### config.mk
export PLATFORM = sky130hd
export DESIGN_NAME = wptr_full_lvl
export DESIGN_NICKNAME = d
export VERILOG_FILES = /design/src/rtl/wptr_full_lvl.sv
export SDC_FILE = /design/constraint.sdc
export NUM_CORES = 1
export LEC_CHECK = 0
export CAP_MARGIN = 25
export CORE_MARGIN = 2
export CORE_UTILIZATION = 53
export DETAILED_ROUTE_END_ITERATION = 8
export PLACE_DENSITY = 0.87
export REMOVE_ABC_BUFFERS = 1
export SLEW_MARGIN = 15
export SYNTH_ARGS = -nofsm -noshare
export SYNTH_HDL_FRONTEND = slang
export SYNTH_SLANG_ARGS = --single-unit
### constraint.sdc
create_clock -name wclk_i -period 10.2 [get_ports wclk_i]
set_input_delay 2.55 -clock wclk_i [delete_from_list [all_inputs] [get_ports wclk_i]]
set_output_delay 2.55 -clock wclk_i [all_outputs]
set_load 0.05 [all_outputs]
### src/rtl/wptr_full_lvl.sv
`default_nettype none
// ============================================================================
// Module   : wptr_full_lvl
// Purpose  : Write-side pointer and status generator for a dual-clock FIFO.
//            Lives entirely in the write clock domain. It keeps the binary
//            write address and the Gray write pointer that is handed to the
//            read-side synchroniser. It compares against the Gray read
//            pointer that has already been synchronised into this domain, and
//            from that produces full, almost-full, fill level, a write-accept
//            strobe and a sticky overflow flag.
// Ports    : wclk_i           write clock, rising edge
//            wrst_i           asynchronous active-high reset
//            winc_i           write request
//            wq2_rptr_i       synchronised Gray read pointer  [ADDR_SIZE:0]
//            afull_thresh_i   almost-full threshold in words  [ADDR_SIZE:0]
//            wovf_clr_i       clears the sticky overflow flag
//            wack_o           write accepted this cycle (memory write enable)
//            waddr_o          memory write address            [ADDR_SIZE-1:0]
//            wptr_o           Gray write pointer              [ADDR_SIZE:0]
//            wfull_o          FIFO full
//            walmost_full_o   level >= afull_thresh_i
//            wlevel_o         words held, 0..2**ADDR_SIZE     [ADDR_SIZE:0]
//            woverflow_o      sticky: write attempted while full
// Revision : 1.0 - initial release
// ============================================================================
module wptr_full_lvl #(
  parameter int ADDR_SIZE = 12
) (
  input  logic                 wclk_i,
  input  logic                 wrst_i,
  input  logic                 winc_i,
  input  logic [ADDR_SIZE:0]   wq2_rptr_i,
  input  logic [ADDR_SIZE:0]   afull_thresh_i,
  input  logic                 wovf_clr_i,
  output logic                 wack_o,
  output logic [ADDR_SIZE-1:0] waddr_o,
  output logic [ADDR_SIZE:0]   wptr_o,
  output logic                 wfull_o,
  output logic                 walmost_full_o,
  output logic [ADDR_SIZE:0]   wlevel_o,
  output logic                 woverflow_o
);

  // Pointer width: one extra bit beyond the address distinguishes full
  // from empty when the address bits are equal.
  localparam int PW = ADDR_SIZE + 1;

  // --------------------------------------------------------------------------
  // State registers
  // --------------------------------------------------------------------------
  logic [PW-1:0] wbin_q,  wbin_d;
  logic [PW-1:0] wptr_q,  wptr_d;
  logic [PW-1:0] wlvl_q,  wlvl_d;
  logic          wfull_q, wfull_d;
  logic          wafull_q, wafull_d;
  logic          wovf_q,  wovf_d;

  // --------------------------------------------------------------------------
  // Combinational helpers
  // --------------------------------------------------------------------------
  logic          wack;
  logic [PW-1:0] rbin;
  logic [PW-1:0] rptr_full_pat;

  // A write is taken only when the FIFO is not already full. The refused
  // write leaves every pointer untouched and only feeds the overflow flag.
  assign wack = winc_i & ~wfull_q;

  // Gray-to-binary of the synchronised read pointer: each binary bit is the
  // XOR of all Gray bits from the MSB down to that position.
  assign rbin[PW-1] = wq2_rptr_i[PW-1];
  for (genvar gi = PW - 2; gi >= 0; gi--) begin : g_rgray2bin
    assign rbin[gi] = rbin[gi+1] ^ wq2_rptr_i[gi];
  end

  // The write pointer is exactly one lap ahead of the read pointer when the
  // two top Gray bits differ and the remaining bits are equal.
  assign rptr_full_pat = {~wq2_rptr_i[PW-1:PW-2], wq2_rptr_i[PW-3:0]};

  always_comb begin
    wbin_d   = wbin_q + PW'(wack);
    wptr_d   = (wbin_d >> 1) ^ wbin_d;
    // Modular subtraction keeps the level correct across pointer wrap.
    wlvl_d   = wbin_d - rbin;
    wfull_d  = (wptr_d == rptr_full_pat);
    wafull_d = (wlvl_d >= afull_thresh_i);
    // Set has priority over clear so a write refused in the same cycle as
    // a software clear is never lost.
    wovf_d   = (winc_i & wfull_q) | (wovf_q & ~wovf_clr_i);
  end

  // --------------------------------------------------------------------------
  // Sequential state
  // --------------------------------------------------------------------------
  always_ff @(posedge wclk_i or posedge wrst_i) begin
    if (wrst_i) begin
      wbin_q   <= '0;
      wptr_q   <= '0;
      wlvl_q   <= '0;
      wfull_q  <= 1'b0;
      wafull_q <= 1'b0;
      wovf_q   <= 1'b0;
    end else begin
      wbin_q   <= wbin_d;
      wptr_q   <= wptr_d;
      wlvl_q   <= wlvl_d;
      wfull_q  <= wfull_d;
      wafull_q <= wafull_d;
      wovf_q   <= wovf_d;
    end
  end

  // --------------------------------------------------------------------------
  // Outputs
  // --------------------------------------------------------------------------
  assign wack_o         = wack;
  assign waddr_o        = wbin_q[ADDR_SIZE-1:0];
  assign wptr_o         = wptr_q;
  assign wfull_o        = wfull_q;
  assign walmost_full_o = wafull_q;
  assign wlevel_o       = wlvl_q;
  assign woverflow_o    = wovf_q;

endmodule
`default_nettype wire

After elaboration in Yosys (flattened, before gate mapping)
Index checks and enable logic that the tools add are counted.
{"block": "word_totals", "wordCells": 30, "rom_bits": 0, "n_memories": 0, "reg_bits": 42, "output_inout_bits": 42, "latchBits": 0, "ramBits": 0, "inputBits": 30}
{"block": "classes", "n_reduce_logical": 0, "n_mux": 0, "n_div": 0, "mul": 0, "eq_ne": 1, "n_lt_le_gt_ge": 1, "n_bitwise": 20, "shift": 0, "n_addsub": 2}
{"op": "adder 13 x 1 -> 13 bit", "n": 1}
{"op": "== test 13 bit", "n": 1}
{"op": "greater-or-equal comparator 13 bit", "n": 1}
{"op": "subtractor 13 bit", "n": 1}
{"op": "bitwise XOR 12 x 13 -> 13 bit", "n": 1}
{"op": "bitwise XOR 1 bit", "n": 12}
{"op": "AND 1 bit", "n": 3}
{"op": "NOT 1 bit", "n": 2}
{"op": "NOT 2 bit", "n": 1}
{"op": "bitwise OR 1 bit", "n": 1}

Depth between registers and ports, before layout
Gate-level depths: netlist (run 1).
{"block": "logic_depth", "word_depth": 14, "depth_mapped": 26, "depth_no_buf": 26}

Worst setup path before layout (run 1)
OpenSTA, ideal clock, no wires.
{"block": "synth_path", "kind": "in2reg", "start": "in wq2_rptr_i[12]", "end": "reg wafull_q (netlist: walmost_full_o)", "path_stages": 25, "setup_time_ns": 0.128, "arrival_ns": 6.998, "n_path_buf": 0, "setup_slack_ns": 3.075, "required_ns": 10.072, "path_cell_list": "xnor2_2 -> xor2_2 -> xor3_2 -> xor2_4 -> xor2_4 -> xnor2_2 -> xor2_2 -> xor2_2 -> xnor2_1 -> ha_1 -> fa_1 -> nor2b_1 -> o21ai_0 -> a21boi_0 -> o21ai_0 -> a21boi_0 -> nor2_1 -> ha_1 -> a21o_1 -> a21o_1 -> a21oi_1 -> o21ai_0 -> a21o_1 -> a21oi_1 -> o21ai_0"}
{"block": "synth_between", "elab_chain_cells": 14}
{"item": "start, declared", "line_no": "32", "text": "input logic [ADDR_SIZE:0] wq2_rptr_i,"}
{"item": "bitwise XOR 1 bit (*) (6 in series)", "line_no": "73", "text": "assign rbin[gi] = rbin[gi+1] ^ wq2_rptr_i[gi];"}
{"item": "bitwise XOR 1 bit (6 in series)", "line_no": "73"}
{"item": "subtractor 13 bit (*)", "line_no": "84", "text": "wlvl_d = wbin_d - rbin;"}
{"item": "via wlvl_d[6]", "line_no": "53", "text": "logic [PW-1:0] wlvl_q, wlvl_d;"}
{"item": "greater-or-equal comparator 13 bit (*)", "line_no": "86", "text": "wafull_d = (wlvl_d >= afull_thresh_i);"}
{"item": "via wafull_d", "line_no": "55", "text": "logic wafull_q, wafull_d;"}
{"item": "end signal, assigned", "line_no": "108", "text": "wafull_q <= wafull_d;"}
{"item": "end, declared", "line_no": "55"}
Mark *: on every way through the listed nets, which the timed path passes. The rest lies on a longest branch.

Worst setup path after layout (run 1)
Ends and elaborated chain as after synthesis.

==> results of run 1 <==
[through the flow]
| step | util | hold slack, ns | area (sq um) | setup slack, ns |
|---|---|---|---|---|
| after floorplan | - | 0.758 | 2660 | 3.07 |
| after global placement | 0.723 | 0.493 | 3460 | 2.31 |
| after detailed placement | 0.723 | 0.493 | 3460 | 2.04 |
| after CTS | 0.745 | 0.517 | 3570 | 2.33 |
| after global routing | 0.745 | 0.570 | 3570 | 1.93 |
| final | 0.745 | 0.510 | 3570 | 2.29 |
[final cells by class]
type | count | share of cell area
Multi-Input combinational cell | 188 | 0.422
Sequential cell | 41 | 0.288
Timing Repair Buffer | 72 | 0.201
Inverter | 34 | 0.0358
Tap cell | 67 | 0.0235
Clock buffer | 5 | 0.0193
Clock inverter | 2 | 0.00982
[layer usage]
layer,up-vias,wire length [microns],global-route usage
met2,71,2990,0.397
met3,17,284,0.0402
met1,987,2300,0.258
met4,0,162,0.0873
met5,-,0,0
li1,1025,-,-
[cells in the mapped netlist (3+ instances only)]
library cell  number
nor3_1             7
nand4_1            6
and3_1             3
a21o_1             4
o21ai_0           13
nand2_1           17
a21boi_0           4
nor2_1            14
xnor2_1           18
a21oi_1            8
nor2b_1            5
dfrtp_1           41
nand3_1            4
xor2_1            30
xor2_2             3
ha_1              27
inv_1             34
[flip-flops by register name (all words and copies together), names as in the netlist]
name	cells
walmost_full_o	1
wbin_q	13
wfull_o	1
wlevel_o	13
woverflow_o	1
wptr_o	12
[tightest hold or removal path, stage by stage (launching register included)]
cell and delay (ns):
dfrtp_1 0.36, nand2_1 0.06, o21ai_0 0.06
[power by group through the flow]
stage | clock [uW] | combinational [uW] | sequential [uW]
finish | 125 | 784 | 249
global route | 132 | 850 | 254
CTS | 127 | 785 | 249
detailed placement | 0 | 776 | 249
global placement | 0 | 744 | 250
floorplan | 0 | 379 | 422
[logic make-up after synthesis]
kind of cell	count (synthesis)
simple gates	65
xor+xnor	56
flops	41
compound gates	37
buf+inv	36
fa+ha+maj	28
mux	2
[worst paths after layout]
check	start	to	slack [ns]	cells past startpoint
max in group asynchronous	wrst_i	wlevel_o[11]	7.16	3
worst min register to register	wfull_o	woverflow_o	0.51	2
min in group asynchronous	wrst_i	wptr_o[8]	2.68	3
worst max register to register	wfull_o	walmost_full_o	5.75	19
worst min-delay path	wfull_o	woverflow_o	0.51	2
worst max-delay path	wq2_rptr_i[12]	walmost_full_o	2.29	26
==> flow_metrics.tcl, run 1 <==
set metrics [dict create \
    io-pin-count 72 \
    synth-seq-area-share 0.384 \
    fin_skew_ns 0.00809 \
    synth_xor_area_frac 0.218 \
    cp.required_ns 10.37 \
    yosys.area_share.simple 0.119 \
    synth_compound_gate_area_share 0.0862 \
    post_drt_wl_per_cell_microns 14.0 \
    path_common_cell "o21ai_0" \
    overflow 0 \
    syn_inst 265 \
    cts.sinks 41 \
    initial_utilization 0.558 \
    fin_cells 409 \
    worstSetupEndpointType "register" \
    drc 0 \
    crit_path_top_delay_cell "clkdlybuf4s50_1" \
    clkPwrFrac 0.108 \
    fin_setup_tns_ns 0 \
    synth-edff-count 0 \
    swShare 0.492 \
    seq_area_sq_mm 0.00103 \
    worst_pin_slew_ns 0.782 \
    dpl.hpwl_mm 4.52 \
    ant_nets 0 \
    numCtsBuffers 5 \
    async_reset_ff_frac 1.00 \
    ys_seq_elements 41 \
    synth_top_family_by_area "XOR/XNOR gates" \
    cts-root-buf "clkbuf_8" \
    routabilityCongestion 0.826 \
    maxCapViolCount 0 \
    synthMuxAreaShare 0.00750 \
    path_buf_inv 1 \
    crit_family "XOR/XNOR gates" \
    synthAdderAreaFrac 0.134 \
    hold_violations 0 \
    die_w_microns 75.0 \
    multi_input_comb_area_sq_mm 0.00151 \
    worstSkewPairLatency_ns 0.29 \
    slew-limit-headroom 0.465 \
    portBuffers 71 \
    wirelength_mm 5.74 \
    fin_crit_sh 0.775 \
    yosys_warnings 0 \
    hold_class "register to register" \
    vias 2100 \
    dr.first_iter.drc_count 91 \
    synth_cell_type_count 35 \
    power_density_mw_per_mm2 325 \
    post_cts_buffers 0 \
    nets 400 \
    p_total_uw 1160 \
    postCtsHoldBufs 0 \
    ctsLongestPathBuffers 2 \
    antenna_found_initial 0 \
    combPwrFrac 0.677 \
    mostFrequentLayoutCells "clkdlybuf4s50_1 (71), dfrtp_1 (41), inv_1 (34)" \
    grt_usage 0.220 \
    synth_top_area_frac 0.384 \
    power.switching_uw 569 \
    syn_area_sq_mm 0.00267 \
    grt_start_max_net_pins 42 \
    fillers 337 \
    setup_viol 0 \
    via_per_inst 5.13 \
    cts_max_level 2 \
    power.internal_uw 589 \
    clkTransAtPathRegs_ns 0.07 \
    core.rowCount 25 \
    grt_pass1_vias 2087 \
    grt_pass1_wl_mm 9.20 \
    status "finished, final reports clean" \
    slew_viol_final 0 \
    crit_arrival_ns 8.07 \
    leakagePower_uw 0.00169 \
    critical-path-max-stage-delay_ns 0.47 \
    cts_tree "done" \
    synth_area_per_cell_sq_um 10.1 \
    start_kind "input pin" \
    cp_max_fo 4 \
    area_delta_synth_final_pct 33.6 \
    die_area_sq_mm 0.00562 \
    yosysTopAreaCell "dfrtp_1" \
    place_inst 402 \
    peakVddDrop_mv 0.236 \
    diodes 0 \
    firstDrtPassIters 4 \
    synth-main-ff-cell "dfrtp_1" \
    drive_above_1_share 0.0497 \
    cts_resized 0 \
    rsz0062_at_grt "no" \
    worstSetupPathType "input pin to register" \
    pwr-share-seq 0.215 \
    max_freq_mhz 126 \
    synth_area_leaders "dfrtp_1 (38%), ha_1 (13%), xor2_1 (9.8%)" \
    die_h_microns 75.0 \
    final_common_cell "clkdlybuf4s50_1" \
    core_area_sq_mm 0.00479 \
    period_needed_ns 7.91 \
]
Power figures use the tool's default switching activity.
==> run 2: changes to the inputs <==
--- a/config.mk
+++ b/config.mk
@@ -7,9 +7,9 @@
 export LEC_CHECK = 0
 export CAP_MARGIN = 25
 export CORE_MARGIN = 2
-export CORE_UTILIZATION = 53
+export CORE_UTILIZATION = 49
 export DETAILED_ROUTE_END_ITERATION = 8
-export PLACE_DENSITY = 0.87
+export PLACE_DENSITY = 0.81
 export REMOVE_ABC_BUFFERS = 1
 export SLEW_MARGIN = 15
 export SYNTH_ARGS = -nofsm -noshare
==> constraint.sdc (replaced) <==
create_clock -name wclk_i -period 7.6 [get_ports wclk_i]
set_input_delay 1.9 -clock wclk_i [delete_from_list [all_inputs] [get_ports wclk_i]]
set_output_delay 1.9 -clock wclk_i [all_outputs]
set_load 0.05 [all_outputs]
==> run 2 against run 1 <==
  * Register-to-register slack lost 2.5 ns
  * Critical path type unchanged
  * Largest cell class unchanged
  * Die area grew 7.7%
  * Clock power grew 42%
  * Power grew 34%
  * Worst setup slack lost 1.8 ns
  * Clock skew shrank 0.0062 ns
  * Combinational power grew 33%
  * Critical path depth is the same
  * Clock-buffer cell count grew 2
  * Sequential cell count is the same
  * First-iteration DRC count grew 45%
  * Sequential power grew 34%
==> flow_metrics.tcl, run 2 (synthesized netlist as in run 1, its figures left out) <==
set metrics [dict create \
    status "finished, final reports clean" \
    setup_viol 0 \
    hold_violations 0 \
    cp.required_ns 7.77 \
    period_needed_ns 7.12 \
    place_ws_ns 0.205 \
    worstSkewPairLatency_ns 0.29 \
    firstDrtPassIters 4 \
    final_common_cell "clkdlybuf4s50_1" \
    numCtsBuffers 5 \
    core_area_sq_mm 0.00517 \
    portBuffers 71 \
    cts.sinks 41 \
    cts_resized 0 \
    fin_crit_sh 0.937 \
    vias 2086 \
    core.rowCount 26 \
    cts_tree "done" \
    dpl_cell_area_sq_mm 0.00347 \
    antenna_found_initial 0 \
    diodes 0 \
    post_cts_buffers 0 \
    hold_class "register to register" \
    grt_pass1_wl_mm 9.11 \
    wirelength_mm 5.49 \
    start_kind "input pin" \
    worstSetupPathType "input pin to register" \
    drc 0 \
    maxCapViolCount 0 \
    post_drt_wl_per_cell_microns 13.3 \
    postCtsHoldBufs 0 \
    initial_utilization 0.516 \
    die_h_microns 77.8 \
    ant_nets 0 \
    setup_ws_ns 0.479 \
    seq_area_sq_mm 0.00103 \
    gr-max-usage-layer "met2" \
    clkTransAtPathRegs_ns 0.07 \
    slew_viol_final 0 \
    power_density_mw_per_mm2 434 \
    nets 400 \
    postLayoutCoreUtil 0.693 \
    routabilityCongestion 0.817 \
    drive_above_1_share 0.0496 \
    final_area_sq_mm 0.00358 \
    fin_setup_tns_ns 0 \
    p_total_uw 1550 \
    max_freq_mhz 140 \
    rrSetupSlack_ns 3.22 \
    grtUsageMet2 0.334 \
    cts_max_level 2 \
    die_area_sq_mm 0.00606 \
    ctsLongestPathBuffers 2 \
    io-pin-count 72 \
    rsz0062_at_grt "no" \
    cp_max_fo 4 \
    slew-limit-headroom 0.556 \
    die_w_microns 77.8 \
    cts-root-buf "clkbuf_8" \
    met1_usage 0.231 \
    fin_skew_ns 0.00191 \
    grtUsageMet3 0.0395 \
    peakVddDrop_mv 0.333 \
    grt_usage 0.191 \
    grt_start_max_net_pins 42 \
    grt_pass1_vias 2019 \
    mostFrequentLayoutCells "clkdlybuf4s50_1 (71), dfrtp_1 (41), inv_1 (34)" \
    overflow 0 \
    multi_input_comb_area_sq_mm 0.00151 \
    leakagePower_uw 0.00169 \
    worstSetupEndpointType "register" \
    via_per_inst 5.05 \
    dpl.hpwl_mm 4.30 \
    dr.first_iter.drc_count 132 \
    fillers 387 \
    area_delta_synth_final_pct 34.2 \
    worst_pin_slew_ns 0.649 \
    crit_arrival_ns 7.29 \
]
run 2: worst paths after layout:
check,cells after the start,startpoint,end
max,26,wq2_rptr_i[12],walmost_full_o
min,2,wfull_o,woverflow_o
max reg2reg,19,wfull_o,walmost_full_o
min reg2reg,2,wfull_o,woverflow_o
max in group asynchronous,3,wrst_i,wbin_q[8]
min in group asynchronous,3,wrst_i,woverflow_o
run 2: where the power goes:
group	internal (uW)	leakage [uW]	switching, uW	total [uW]
Combinational	400	0.00112	641	1040
Clock	107	0.0000585	71.4	178
Sequential	292	0.000514	42.3	334
run 2: cell type report:
type,instances,area share
clock buffer,7,0.0241
timing repair buffer,72,0.200
sequential,41,0.286
clock inverter,1,0.00838
inverter,34,0.0356
multi-input combinational,188,0.421
tap,70,0.0244
run 2: critical path, cell delays in order:
cell and delay [ns]:
clkdlybuf4s50_1 0.47, xnor2_2 0.26, xor2_2 0.23, xor3_2 0.35
xor2_4 0.22, xor2_4 0.24, xnor2_2 0.17, xor2_2 0.22
xor2_2 0.22, xnor2_1 0.10, ha_1 0.21, fa_1 0.40
nor2b_1 0.12, o21ai_0 0.09, a21boi_0 0.23, o21ai_0 0.14
a21boi_0 0.31, nor2_1 0.12, ha_1 0.31, a21o_1 0.17
a21o_1 0.17, a21oi_1 0.13, o21ai_0 0.09, a21o_1 0.19
a21oi_1 0.13, o21ai_0 0.10
run 2: layer usage:
metal | part of all wire | up-vias
li1 | - | 1028
met1 | 0.42 | 982
met2 | 0.51 | 68
met3 | 0.052 | 8
met4 | 0.019 | 0
met5 | 0 | -
run 2: through the flow:
step                instances  hold WS (ns)
finish                    413         0.513
global route              413         0.588
CTS                       413         0.521
detailed placement        405         0.497
global placement          405         0.494
floorplan                 263         0.758
==> run 3: changes to the inputs <==
--- a/config.mk
+++ b/config.mk
@@ -11,7 +11,7 @@
 export DETAILED_ROUTE_END_ITERATION = 8
 export PLACE_DENSITY = 0.81
 export REMOVE_ABC_BUFFERS = 1
-export SLEW_MARGIN = 15
+export SLEW_MARGIN = 5
 export SYNTH_ARGS = -nofsm -noshare
 export SYNTH_HDL_FRONTEND = slang
 export SYNTH_SLANG_ARGS = --single-unit
==> constraint.sdc (replaced) <==
create_clock -name wclk_i -period 8.1 [get_ports wclk_i]
set_input_delay 2.025 -clock wclk_i [delete_from_list [all_inputs] [get_ports wclk_i]]
set_output_delay 2.025 -clock wclk_i [all_outputs]
set_load 0.05 [all_outputs]
==> run 3 against run 2 <==
  * Worst hold slack hardly changed
  * First-iteration DRC count is 16% lower
  * Sequential cell count stayed put
  * Worst setup slack better by 0.25 ns
  * Clock power is 29% lower
  * Non-clock buffer count stayed put
  * Via count is 0.24% higher
==> flow_metrics.tcl, run 3 (synthesized netlist as in run 1, its figures left out) <==
set metrics [dict create \
    diodes 0 \
    mostFrequentLayoutCells "clkdlybuf4s50_1 (71), dfrtp_1 (41), inv_1 (34)" \
    dpl.hpwl_mm 4.27 \
    postLayoutCoreUtil 0.686 \
    worstSetupPathType "input pin to register" \
    final_common_cell "clkdlybuf4s50_1" \
    hold_violations 0 \
    io-pin-count 72 \
    drc 0 \
    portBuffers 71 \
    core_area_sq_mm 0.00517 \
    ctsLongestPathBuffers 2 \
    dr.first_iter.drc_count 111 \
    overflow 0 \
    die_area_sq_mm 0.00606 \
    die_h_microns 77.8 \
    ant_nets 0 \
    worst_pin_slew_ns 0.607 \
    peakVddDrop_mv 0.311 \
    leakagePower_uw 0.00168 \
    power_density_mw_per_mm2 399 \
    fin_setup_tns_ns 0 \
    worstSkewPairLatency_ns 0.28 \
    status "finished, final reports clean" \
    path_common_cell "o21ai_0" \
    grt_pass1_vias 2005 \
    postCtsHoldBufs 0 \
    firstDrtPassIters 4 \
    via_per_inst 5.06 \
    multi_input_comb_area_sq_mm 0.00151 \
    grt_pass1_wl_mm 8.94 \
    seq_area_sq_mm 0.00103 \
    maxCapViolCount 0 \
    core.rowCount 26 \
    initial_utilization 0.516 \
    pwr-share-seq 0.221 \
    hold_class "register to register" \
    clkPwrFrac 0.090 \
    rsz0062_at_grt "no" \
    wirelength_mm 5.41 \
    power.switching_uw 705 \
    antenna_found_initial 0 \
    slew_viol_final 0 \
    cts-root-buf "clkbuf_8" \
    max_freq_mhz 136 \
    cts.sinks 41 \
    clkTransAtPathRegs_ns 0.08 \
    swShare 0.498 \
    combPwrFrac 0.689 \
    period_needed_ns 7.37 \
    grt_start_max_net_pins 42 \
    grt_usage 0.189 \
    worstSetupEndpointType "register" \
    post_drt_wl_per_cell_microns 13.1 \
    rrSetupSlack_ns 3.66 \
    critical-path-max-stage-delay_ns 0.47 \
    fillers 412 \
    post_cts_buffers 0 \
    cts_tree "done" \
    setup_viol 0 \
    fin_skew_ns 0.00247 \
    numCtsBuffers 5 \
    drive_above_1_share 0.0496 \
    start_kind "input pin" \
    cp_max_fo 4 \
    cts_max_level 2 \
    cp.required_ns 8.27 \
    slew-limit-headroom 0.585 \
    power.internal_uw 710 \
    vias 2091 \
    cts_resized 0 \
    crit_arrival_ns 7.54 \
    routabilityCongestion 0.817 \
    area_delta_synth_final_pct 32.9 \
    crit_path_top_delay_cell "clkdlybuf4s50_1" \
    die_w_microns 77.8 \
    nets 400 \
    fin_crit_sh 0.910 \
]
==> run 3: cell count changes in the layout (fill, tap and decap cells not counted), sizes merged <==
cell,delta
bufinv,-1
clkbuf,-1
clkinv,+2
==> run 3: final cells by class <==
cell class | instances | area share
multi-input cells | 188 | 0.425
flip-flops and latches | 41 | 0.289
clock buffers | 6 | 0.0205
clock inverters | 2 | 0.00282
repair buffers | 72 | 0.202
inverters | 34 | 0.0360
well taps | 70 | 0.0247
==> run 3: through the flow <==
step / instance area (sq um) / hold WS (ns) / power [uW] / std cells / setup WS, ns
6_report: 3550 / 0.513 / 1410 / 413 / 0.729
5_1_grt: 3550 / 0.588 / 1520 / 413 / 0.311
4_1_cts: 3550 / 0.521 / 1420 / 413 / 0.721
3_5_place_dp: 3470 / 0.497 / 1290 / 405 / 0.461
3_3_place_gp: 3470 / 0.494 / 1250 / 405 / 0.717
2_1_floorplan: 2660 / 0.758 / 1010 / 263 / 1.50
==> run 3: final timing paths <==
kind | from | end | depth (start not counted)
worst max-delay path | wq2_rptr_i[12] | walmost_full_o | 26
max in group asynchronous | wrst_i | wlevel_o[6] | 3
min in group asynchronous | wrst_i | woverflow_o | 3
worst max register to register | wfull_o | walmost_full_o | 19
worst min-delay path | wfull_o | woverflow_o | 2
worst min register to register | wfull_o | woverflow_o | 2
==> run 3: routing by layer <==
layer / share of wire / GRT usage
met2: 0.52 / 0.341
met5: 0 / 0
met4: 0.014 / 0.0589
met3: 0.046 / 0.0407
met1: 0.42 / 0.223
==> run 3: power groups by stage <==
stage          Sequential (uW)  Clock, uW  Combinational [uW]
6_report                   312        127                 975
3_3_place_gp               315          0                 940
4_1_cts                    312        130                 978
3_5_place_dp               314          0                 971
5_1_grt                    319        143                1060
2_1_floorplan              531          0                 478
==> run 3: worst max-delay path: cells and delay by family <==
family | cells | cell delay, ns
AND/OR/NAND/NOR | 2 | 0.24
buffers and inverters | 1 | 0.47
adder cells (fa/ha/maj) | 3 | 0.93
XOR/XNOR | 9 | 2.03
AO/OA/AOI/OAI | 11 | 1.85
